## src/rtl/mem_arb_pkg.sv

```systemverilog
// Shared types for the two-port memory arbiter: FSM states and requester ids.
package mem_arb_pkg;

  typedef enum logic [1:0] {
    IDLE  = 2'd0,
    BUSY  = 2'd1,
    DRAIN = 2'd2
  } arb_state_t;

  typedef logic req_id_t;

  localparam req_id_t ARB_R0 = 1'b0;
  localparam req_id_t ARB_R1 = 1'b1;

endpackage

```

## src/rtl/arb_wdog.sv

```systemverilog
// Busy-cycle watchdog: counts while enabled, clears on request, flags the last
// allowed cycle so the arbiter can force an error completion.
module arb_wdog #(
  parameter int TIMEOUT = 256
) (
  input  logic clk,
  input  logic rst,
  input  logic clr,
  input  logic en,
  output logic expire
);

  localparam int CNT_W = $clog2(TIMEOUT);
  localparam logic [CNT_W-1:0] LAST = CNT_W'(TIMEOUT - 1);

  logic [CNT_W-1:0] cnt;

  always_ff @(posedge clk or posedge rst) begin
    if (rst) begin
      cnt <= '0;
    end else if (clr) begin
      cnt <= '0;
    end else if (en && !expire) begin
      cnt <= cnt + 1'b1;
    end
  end

  assign expire = (cnt == LAST);

endmodule

```

## src/rtl/mem_port_arbiter.sv

```systemverilog
// Round-robin arbiter for CPU (R0) and DMA (R1) onto the single mem_controller
// data port, with level REN/WEN -> ACK handshake, ACK-low drain and watchdog.
module mem_port_arbiter
  import mem_arb_pkg::*;
#(
  parameter int ADDR_W  = 32,
  parameter int DATA_W  = 32,
  parameter int TIMEOUT = 256
) (
  input  logic              clk,
  input  logic              rst,
  input  logic [ADDR_W-1:0] R0_ADDR,
  input  logic [DATA_W-1:0] R0_DATA_I,
  input  logic              R0_REN,
  input  logic              R0_WEN,
  output logic              R0_ACK,
  output logic              R0_ERR,
  output logic [DATA_W-1:0] R0_DATA_O,
  input  logic [ADDR_W-1:0] R1_ADDR,
  input  logic [DATA_W-1:0] R1_DATA_I,
  input  logic              R1_REN,
  input  logic              R1_WEN,
  output logic              R1_ACK,
  output logic              R1_ERR,
  output logic [DATA_W-1:0] R1_DATA_O,
  output logic [ADDR_W-1:0] M_ADDR,
  output logic [DATA_W-1:0] M_DATA_I,
  output logic              M_REN,
  output logic              M_WEN,
  input  logic              M_ACK,
  input  logic [DATA_W-1:0] M_DATA_O
);

  arb_state_t        state_q, state_d;
  req_id_t           gnt_q, gnt_d;
  req_id_t           prio_q, prio_d;
  req_id_t           pick;
  logic              req0, req1;
  logic              expire;
  logic              done;
  logic [ADDR_W-1:0] m_addr_d;
  logic [DATA_W-1:0] m_data_d;
  logic              m_ren_d, m_wen_d;
  logic              r0_ack_d, r0_err_d, r1_ack_d, r1_err_d;
  logic [DATA_W-1:0] r0_data_d, r1_data_d;

  assign req0 = R0_REN | R0_WEN;
  assign req1 = R1_REN | R1_WEN;
  assign pick = (req0 && req1) ? prio_q : (req1 ? ARB_R1 : ARB_R0);
  // A real ACK in the expiry cycle still counts as a normal completion.
  assign done = (state_q == BUSY) && (M_ACK || expire);

  arb_wdog #(
    .TIMEOUT(TIMEOUT)
  ) u_wdog (
    .clk   (clk),
    .rst   (rst),
    .clr   (state_q != BUSY),
    .en    (state_q == BUSY),
    .expire(expire)
  );

  always_ff @(posedge clk or posedge rst) begin
    if (rst) begin
      state_q   <= IDLE;
      gnt_q     <= ARB_R0;
      prio_q    <= ARB_R0;
      M_ADDR    <= '0;
      M_DATA_I  <= '0;
      M_REN     <= 1'b0;
      M_WEN     <= 1'b0;
      R0_ACK    <= 1'b0;
      R0_ERR    <= 1'b0;
      R0_DATA_O <= '0;
      R1_ACK    <= 1'b0;
      R1_ERR    <= 1'b0;
      R1_DATA_O <= '0;
    end else begin
      state_q   <= state_d;
      gnt_q     <= gnt_d;
      prio_q    <= prio_d;
      M_ADDR    <= m_addr_d;
      M_DATA_I  <= m_data_d;
      M_REN     <= m_ren_d;
      M_WEN     <= m_wen_d;
      R0_ACK    <= r0_ack_d;
      R0_ERR    <= r0_err_d;
      R0_DATA_O <= r0_data_d;
      R1_ACK    <= r1_ack_d;
      R1_ERR    <= r1_err_d;
      R1_DATA_O <= r1_data_d;
    end
  end

  always_comb begin
    state_d = state_q;
    unique case (state_q)
      IDLE:    if (!M_ACK && (req0 || req1)) state_d = BUSY;
      BUSY:    if (M_ACK || expire) state_d = DRAIN;
      DRAIN:   if (!M_ACK) state_d = IDLE;
      default: state_d = IDLE;
    endcase
  end

  always_comb begin
    gnt_d     = gnt_q;
    prio_d    = prio_q;
    m_addr_d  = M_ADDR;
    m_data_d  = M_DATA_I;
    m_ren_d   = M_REN;
    m_wen_d   = M_WEN;
    r0_ack_d  = 1'b0;
    r0_err_d  = 1'b0;
    r1_ack_d  = 1'b0;
    r1_err_d  = 1'b0;
    r0_data_d = R0_DATA_O;
    r1_data_d = R1_DATA_O;
    if (state_q == IDLE && !M_ACK && (req0 || req1)) begin
      gnt_d = pick;
      // WEN wins when a requester raises both enables.
      if (pick == ARB_R1) begin
        m_addr_d = R1_ADDR;
        m_data_d = R1_DATA_I;
        m_wen_d  = R1_WEN;
        m_ren_d  = R1_REN & ~R1_WEN;
      end else begin
        m_addr_d = R0_ADDR;
        m_data_d = R0_DATA_I;
        m_wen_d  = R0_WEN;
        m_ren_d  = R0_REN & ~R0_WEN;
      end
    end
    if (done) begin
      m_ren_d = 1'b0;
      m_wen_d = 1'b0;
      prio_d  = ~gnt_q;
      if (gnt_q == ARB_R1) begin
        r1_ack_d = 1'b1;
        r1_err_d = ~M_ACK;
        if (M_ACK && M_REN) r1_data_d = M_DATA_O;
      end else begin
        r0_ack_d = 1'b1;
        r0_err_d = ~M_ACK;
        if (M_ACK && M_REN) r0_data_d = M_DATA_O;
      end
    end
  end

endmodule

```

## config.mk

```make
export PLATFORM = sky130hd
export DESIGN_NAME = mem_port_arbiter
export DESIGN_NICKNAME = d
export VERILOG_FILES = /design/src/rtl/mem_arb_pkg.sv /design/src/rtl/arb_wdog.sv /design/src/rtl/mem_port_arbiter.sv
export SDC_FILE = /design/constraint.sdc
export NUM_CORES = 1
export LEC_CHECK = 0
export ABC_AREA = 1
export CORE_ASPECT_RATIO = 0.7
export CORE_MARGIN = 1.5
export CORE_UTILIZATION = 38
export DETAILED_ROUTE_END_ITERATION = 8
export GPL_TIMING_DRIVEN = 1
export PLACE_DENSITY = 0.78
export SYNTH_ARGS = -nofsm -noshare
export SYNTH_HDL_FRONTEND = slang
export SYNTH_SLANG_ARGS = --single-unit
export TNS_END_PERCENT = 10
```

## constraint.sdc

```tcl
create_clock -name clk -period 4.3 [get_ports clk]
set_input_delay 0.43 -clock clk [delete_from_list [all_inputs] [get_ports clk]]
set_output_delay 0.43 -clock clk [all_outputs]
set_load 0.05 [all_outputs]
```

==> impl_metrics.yaml, run 1 <==
synth:
  synth-edff-count: 0
  ys_types: 25
  yosys_warnings: 0
  synth_seq_area_share: 0.534
  synth_flop_cell: "dfrtp_1"
  syn-instance-count: 900
  async_flop_share: 1.00
  syn_nets: 1068
  synth-seq-cells: 146
  netlist_area_um2: 6840
  syn_avg_cell_area_um2: 7.60
placed_design:
  gp_congestion: 0.840
  port-buffer-count: 300
  dp_hpwl_mm: 13.7
clocking:
  clk_path_buf_depth: 2
  cts_tree: "built"
  clock_latency_ns: 0.41
  root_buffer: "clkbuf_16"
  numCtsBuffers: 17
  hold_buffers: 0
  cts_resized: 0
  cts_post_setup_buffers_inserted: 0
  cts.sinks: 146
  htree_levels: 4
  clkTransAtPathRegs_ns: 0.06
floorplanning:
  dieArea_um2: 18800
  coreArea_um2: 17400
  rows: 40
  io-pin-count: 301
  initial_utilization: 0.394
  dieHeight_um: 115
  die_w_um: 163
route:
  dr.pass1.iters: 5
  via_per_inst: 4.40
  wire_per_inst_um: 13.3
  route.detailed.drc: 0
  drtIter0Drc: 430
  ant_nets: 0
  vias: 6279
  wirelength_mm: 19.1
critical_path:
  cp_max_fo: 4
  end_kind: "primary output"
  worstPathRequired_ns: 3.87
  path_class: "flip-flop to primary output"
  rrSetupSlack_ns: 2.27
  arrival_ns: 1.82
  crit_slowest_cell: "clkdlybuf4s50_1"
  crit_chain: "clkdlybuf4s50_1"
  start_kind: "flip-flop"
  critPathBufInv: 1
  max_stage_delay_ns: 0.92
  critical_path.top_delay_family: "buffers and inverters"
cells_and_area:
  syn2layout_area_growth_pct: 54.3
  nNetsFinal: 1352
  drive_above_1_share: 0.0401
  n_antenna_cell: 0
  fin_util: 0.608
  fill_cells: 1588
global_route:
  grt_max_degree: 147
  grt_pass1_wl_mm: 31.0
  grt_overflow: 0
  first_global_vias: 6240
  antenna_found_initial: 0
  grtUsageTotal: 0.210
pwr:
  p_leak_nw: 5.51
  powerDensity_nw_per_um2: 799
  peakVddDrop_v: 0.000417
sta:
  fin_crit_sh: 0.523
  slew_violations: 0
  worstMarginPinSlew_ns: 1.07
  hold_viol: 0
  skew_ns: 0.0153
  max_freq_mhz: 445
  min_period_ns: 2.25
  setup_tns_ns: 0
  setup_violations: 0
  rsz0062_at_grt: "no"
  max_slew_margin: 0.286
run_status:
  status: "completed"
flow_run:
  maxCapViolCount: 0
worst_hold_path:
  holdCritPathClass: "flip-flop to flip-flop"
[metal layers]
layer	vias to the layer above	share of wire	routed length, um	track usage
met5	-	0	0	0
met1	2810	0.44	8430	0.259
li1	3248	-	-	-
met4	0	0.024	458	0.0801
met2	190	0.47	8950	0.353
met3	31	0.064	1220	0.0584
[final timing paths]
kind,cells after the start,to,from
worst max-delay path,1,M_REN,M_REN$_DFFE_PP0P_
worst min register to register,2,M_ADDR[0]$_DFFE_PP0P_,M_ADDR[0]$_DFFE_PP0P_
max in group asynchronous,3,M_DATA_I[28]$_DFFE_PP0P_,rst
worst max register to register,5,M_ADDR[31]$_DFFE_PP0P_,state_q[1]$_DFFE_PP0P_
worst min-delay path,2,M_ADDR[0]$_DFFE_PP0P_,M_ADDR[0]$_DFFE_PP0P_
min in group asynchronous,3,R0_DATA_O[3]$_DFFE_PP0P_,rst
[power breakdown]
part | internal [mW] | total (mW) | switching (mW)
clock network | 0.826 | 1.46 | 0.638
registers | 1.97 | 2.33 | 0.359
logic | 1.47 | 4.64 | 3.17
total | 4.27 | 8.44 | 4.17
[sequential cells by signal, indices dropped and copies added (netlist names)]
signal / flops
R1_DATA_O: 32
M_WEN: 1
M_DATA_I: 32
u_wdog.cnt: 8
state_q: 2
M_REN: 1
R1_ERR: 1
M_ADDR: 32
R0_DATA_O: 32
R0_ERR: 1
R1_ACK: 1
R0_ACK: 1
gnt_q: 1
prio_q: 1
[synth_stat cells, drive strengths merged (2+ instances only)]
cell    instances  share of area
inv           187           0.10
dfrtp         146           0.53
clkbuf         10         0.0055
nor2           13         0.0099
nand4           5         0.0090
buf            30          0.029
nand3          77          0.056
o21ai          70          0.051
nor3            2         0.0015
nand2         353           0.19
[stage by stage]
step                cell area, um2  setup slack (ns)  std cells  power (mW)  hold WS, ns
floorplan                     6840              2.04        900        5.37        0.442
global placement              9960              1.64       1396        6.97        0.460
detailed placement            9960              1.57       1396        7.02        0.464
CTS                          10600              2.01       1428        8.53        0.481
global route                 10600              1.80       1428        8.92        0.501
finish                       10600              2.05       1428        8.44        0.479
[cells by family after synthesis]
| group | Yosys count | synth area share |
|---|---|---|
| AND/OR/NAND/NOR | 451 | 0.271 |
| buffers and inverters | 227 | 0.137 |
| flip-flops | 146 | 0.534 |
| AO/OA/AOI/OAI | 75 | 0.0562 |
| adder cells (fa/ha/maj) | 1 | 0.00183 |
[cell usage in the layout, fill, tap and decap left out, types with 4 or more instances in the layout]
cell type          n
o21ai_0           57
inv_6              6
nor2_1            11
inv_1            183
nand3_1           77
o21ai_1           13
nand2_1          351
dfrtp_1          146
clkdlybuf4s50_1  300
clkbuf_16         17
buf_4              4
[cell type report]
| cell class | count | area [um2] | share of cell area |
|---|---|---|---|
| Multi-Input combinational cell | 527 | 2260 | 0.214 |
| Clock buffer | 17 | 425 | 0.0403 |
| Clock inverter | 15 | 168 | 0.0159 |
| Timing Repair Buffer | 305 | 3050 | 0.289 |
| Sequential cell | 146 | 3650 | 0.346 |
| Inverter | 187 | 706 | 0.0668 |
| Tap cell | 231 | 289 | 0.0274 |
No activity file was read; power rests on OpenSTA's default activity.
==> run 2, diff against run 1 <==
clock period = 1.8 ns   (was 4.3 ns; I/O delays follow)
==> run 2 against run 1 <==
Against the previous run: cell area is 2.7% higher; sequential power increased by 140%; first-iteration DRC count down 0.70%; final cell count grew 0.91%; critical endpoint is now R0_DATA_O[10]; largest cell class unchanged.
==> impl_metrics.yaml, run 2 (synthesized netlist as in run 1, its figures left out) <==
critical_path:
  max_stage_delay_ns: 0.82
  cp_max_fo: 2
  path_class: "flip-flop to primary output"
  worstPathRequired_ns: 1.62
  start_kind: "flip-flop"
  cp_num_cells: 1
  critical_path.top_delay_family: "buffers and inverters"
  rr_worst_depth: 8
  crit_chain: "clkdlybuf4s50_1"
  crit_slowest_cell: "clkdlybuf4s50_1"
  arrival_ns: 1.59
  critPathBufInv: 1
  rrSetupSlack_ns: 0.36
  end_kind: "primary output"
clocking:
  clkTransAtPathRegs_ns: 0.07
  hold_buffers: 0
  root_buffer: "clkbuf_16"
  cts.sinks: 146
  clock_latency_ns: 0.42
  cts_tree: "built"
  clk_path_buf_depth: 2
  numCtsBuffers: 17
  htree_levels: 4
flow_run:
  maxCapViolCount: 0
global_route:
  grt_pass1_wl_mm: 32.0
  grtUsageTotal: 0.218
  grt_max_degree: 65
  first_global_vias: 6340
  grt_overflow: 0
  grt_util_met3: 0.0519
  antenna_found_initial: 0
  use_met1: 0.271
  grt-busiest-layer: "met2"
  use_met2: 0.368
sta:
  max_freq_mhz: 564
  max_slew_margin: 0.631
  skew_ns: 0.00822
  min_period_ns: 1.77
  slew_violations: 0
  setup_violations: 0
  hold_viol: 0
  worstMarginPinSlew_ns: 0.552
  rsz0062_at_grt: "no"
  fin_crit_sh: 0.985
placed_design:
  gp_congestion: 0.811
  placedCellCount: 1409
  port-buffer-count: 300
  dp_hpwl_mm: 14.5
cells_and_area:
  fin_util: 0.624
  fin_cells: 1441
  syn2layout_area_growth_pct: 58.5
  n_antenna_cell: 0
  layout_common_cells: "nand2_1, clkdlybuf4s50_1, inv_1"
  mostFrequentLayoutCell: "nand2_1"
  nNetsFinal: 1365
  drive_above_1_share: 0.0554
  fill_cells: 1526
floorplanning:
  initial_utilization: 0.394
  die_w_um: 163
  io-pin-count: 301
  dieArea_um2: 18800
  coreArea_um2: 17400
  rows: 40
  dieHeight_um: 115
worst_hold_path:
  holdCritPathClass: "primary input to asynchronous set/reset pin"
run_status:
  status: "completed"
route:
  ant_nets: 0
  vias: 6432
  route.detailed.drc: 0
  drtIter0Drc: 427
  via_per_inst: 4.46
  dr.pass1.iters: 4
  wire_per_inst_um: 13.8
  wirelength_mm: 19.9
pwr:
  peakVddDrop_v: 0.000976
  p_leak_nw: 6.41
  powerDensity_nw_per_um2: 1840
## run 2: cell type report
cell class	count	area (um2)	area share
clock inverter	15	139	0.0128
clock buffer	17	425	0.0392
tap	231	289	0.0267
multi-input combinational	527	2260	0.209
sequential	146	3650	0.337
timing repair buffer	318	3370	0.310
inverter	187	706	0.0651
## run 2: power breakdown
group / internal, mW / switching [mW]
clock: 1.83 / 1.55
combinational: 3.38 / 7.65
sequential: 4.71 / 0.833
total: 9.92 / 10.0
## run 2: worst paths after layout
check / startpoint / endpoint
max in group asynchronous: rst / state_q[1]$_DFFE_PP0P_
max: R0_DATA_O[10]$_DFFE_PP0P_ / R0_DATA_O[10]
min: rst / R0_DATA_O[1]$_DFFE_PP0P_
max reg2reg: u_wdog.cnt[1]$_DFFE_PP0P_ / prio_q$_DFFE_PP0P_
min reg2reg: M_DATA_I[27]$_DFFE_PP0P_ / M_DATA_I[27]$_DFFE_PP0P_
min in group clk: M_DATA_O[13] / R0_DATA_O[13]$_DFFE_PP0P_
## run 2: per-stage QoR
step           hold slack (ns)  setup slack [ns]  total power [mW]  TNS (ns)  area, um2
2_1_floorplan            0.328            -0.213              12.8    -31.10       6840
3_3_place_gp             0.462             0.196              16.9         0      10200
3_5_place_dp             0.464             0.159              17.0         0      10200
4_1_cts                 0.0338          0.000304              20.2         0      10700
5_1_grt                 0.0460          0.000661              21.0         0      10800
6_report                0.0498            0.0278              19.9         0      10800
## run 2: repair_timing
item	4_1_cts	5_1_grt
resized for setup	38	56
hold endpoints to repair	0	0
setup endpoints to repair	38	56
setup buffers	0	0
## run 2: routing by layer
| metal | share of wire | wire (um) |
|---|---|---|
| met4 | 0.022 | 432 |
| met1 | 0.42 | 8450 |
| met5 | 0 | 0 |
| met3 | 0.063 | 1250 |
| met2 | 0.49 | 9800 |
==> run 3, diff against run 2 <==
HOLD_SLACK_MARGIN = 0.12   (was default)
==> run 3 against run 2 <==
Against the previous run: sequential cell count unchanged; highest routed layer unchanged; global-route usage is essentially flat; clock skew is essentially flat; power hardly changed; worst setup slack about the same; clock power hardly changed; non-clock buffer count increased by 1; routed wire length about the same; die area unchanged; worst hold slack gained 0.27 ns; count of clock-buffer cells in the layout did not move; critical path depth did not move; largest cell class unchanged.
==> impl_metrics.yaml, run 3 (synthesized netlist as in run 1, its figures left out) <==
run_status:
  status: "completed"
route:
  vias: 6440
  dr.pass1.iters: 6
  ant_nets: 0
  wire_per_inst_um: 13.8
  wirelength_mm: 19.9
  route.detailed.drc: 0
  drtIter0Drc: 423
  via_per_inst: 4.47
clocking:
  htree_levels: 4
  clkTransAtPathRegs_ns: 0.07
  cts_post_setup_buffers_inserted: 0
  clock_latency_ns: 0.42
  clk_path_buf_depth: 2
  cts.sinks: 146
  cts_tree: "built"
  numCtsBuffers: 17
  root_buffer: "clkbuf_16"
sta:
  hold_viol: 0
  slew_violations: 0
  fin_crit_sh: 0.984
  max_freq_mhz: 564
  whs_ns: 0.319
  fin_ws_ns: 0.0282
  skew_ns: 0.00793
  rsz0062_at_grt: "no"
  worstMarginPinSlew_ns: 0.552
  setup_violations: 0
  setup_tns_ns: 0
  max_slew_margin: 0.631
  min_period_ns: 1.77
global_route:
  grt_pass1_wl_mm: 32.1
  antenna_found_initial: 0
  grt_max_degree: 65
  grt_overflow: 0
  first_global_vias: 6346
  grtUsageTotal: 0.218
floorplanning:
  io-pin-count: 301
  dieArea_um2: 18800
  dieHeight_um: 115
  rows: 40
  initial_utilization: 0.394
  die_w_um: 163
  coreArea_um2: 17400
placed_design:
  post_dp_cell_area_um2: 10200
  preCtsSetupSlack_ns: 0.159
  dp_hpwl_mm: 14.5
  gp_congestion: 0.811
  port-buffer-count: 300
critical_path:
  crit_chain: "clkdlybuf4s50_1"
  start_kind: "flip-flop"
  max_stage_delay_ns: 0.82
  rr_worst_depth: 8
  cp_num_cells: 1
  crit_slowest_cell: "clkdlybuf4s50_1"
  worstPathRequired_ns: 1.62
  path_class: "flip-flop to primary output"
  critPathBufInv: 1
  critPathCapture: "R0_DATA_O[10]"
  r2r_start: "u_wdog.cnt[1]$_DFFE_PP0P_"
  r2r_end: "prio_q$_DFFE_PP0P_"
  cp_max_fo: 2
  end_kind: "primary output"
  crit_start: "R0_DATA_O[10]$_DFFE_PP0P_"
  critical_path.top_delay_family: "buffers and inverters"
  rrSetupSlack_ns: 0.36
  arrival_ns: 1.59
pwr:
  peakVddDrop_v: 0.000976
  power_frac_clock: 0.169
  combPwrFrac: 0.553
  powerDensity_nw_per_um2: 1840
  p_switching_mw: 10.0
  swShare: 0.503
  finalPower_mw: 20.0
  p_seq_frac: 0.278
  p_leak_nw: 6.41
  intPower_mw: 9.92
cells_and_area:
  syn2layout_area_growth_pct: 58.6
  mostFrequentLayoutCell: "nand2_1"
  layout_common_cells: "nand2_1, clkdlybuf4s50_1, inv_1"
  n_antenna_cell: 0
  final_cell_area_um2: 10900
  drive_above_1_share: 0.0553
  nNetsFinal: 1366
worst_hold_path:
  holdPathStages: 3
  holdCritPathClass: "primary input to flip-flop"
flow_run:
  maxCapViolCount: 0
==> run 3: cell count changes in the layout (fill, tap and decap cells not counted), sizes merged <==
| cell | change |
|---|---|
| dlygate4sd3 | +1 |
==> run 3: cell type report <==
type	instances	area (um2)
multi-input cells	527	2260
clock inverters	15	139
repair buffers	319	3380
clock buffers	17	425
well taps	231	289
inverters	187	706
fillers	1522	6520
flip-flops and latches	146	3650
==> run 3: tightest hold or removal path, cell delays in order <==
cell and delay [ns]:
clkdlybuf4s50_1 0.39, inv_1 0.06, o21ai_1 0.06
==> run 3: timing repair <==
item                                    in CTS  in global routing
gates resized for setup                     38                 56
endpoints found under the setup margin      38                 56
cloned                                       0                  0
endpoints found under the hold margin        4                  0
pin swaps                                    0                  0
hold buffers                                 1                  0
==> run 3: power by group through the flow <==
| stage | Clock [mW] | Combinational (mW) | Sequential, mW |
|---|---|---|---|
| finish | 3.38 | 11.0 | 5.55 |
| global route | 3.61 | 11.7 | 5.71 |
| CTS | 3.47 | 11.2 | 5.57 |
| detailed placement | 0 | 11.5 | 5.59 |
| global placement | 0 | 11.3 | 5.56 |
| floorplan | 0 | 2.54 | 10.3 |
==> run 3: how the worst min path moves through the flow <==
stage | start | endpoint | slack, ns
after detailed placement | M_DATA_I[17]$_DFFE_PP0P_ | M_DATA_I[17]$_DFFE_PP0P_ | 0.46
after floorplan | M_DATA_O[10] | R0_DATA_O[10]$_DFFE_PP0P_ | 0.33
final | M_DATA_O[13] | R0_DATA_O[13]$_DFFE_PP0P_ | 0.32
after global placement | M_DATA_I[18]$_DFFE_PP0P_ | M_DATA_I[18]$_DFFE_PP0P_ | 0.46
after global routing | M_DATA_O[13] | R0_DATA_O[13]$_DFFE_PP0P_ | 0.32
after CTS | M_DATA_O[19] | R0_DATA_O[19]$_DFFE_PP0P_ | 0.30
==> run 3: layer usage <==
| metal | track usage | vias to the layer above | wire length (um) |
|---|---|---|---|
| li1 | - | 3279 | - |
| met3 | 0.0519 | 34 | 1270 |
| met4 | 0.0917 | 0 | 432 |
| met5 | 0 | - | 0 |
| met2 | 0.368 | 199 | 9810 |
| met1 | 0.271 | 2928 | 8430 |
==> run 3: metrics by stage <==
| stage | std cells | utilization |
|---|---|---|
| after floorplan | 900 | - |
| after global placement | 1409 | 0.586 |
| after detailed placement | 1409 | 0.586 |
| after CTS | 1442 | 0.617 |
| after global routing | 1442 | 0.625 |
| final | 1442 | 0.625 |
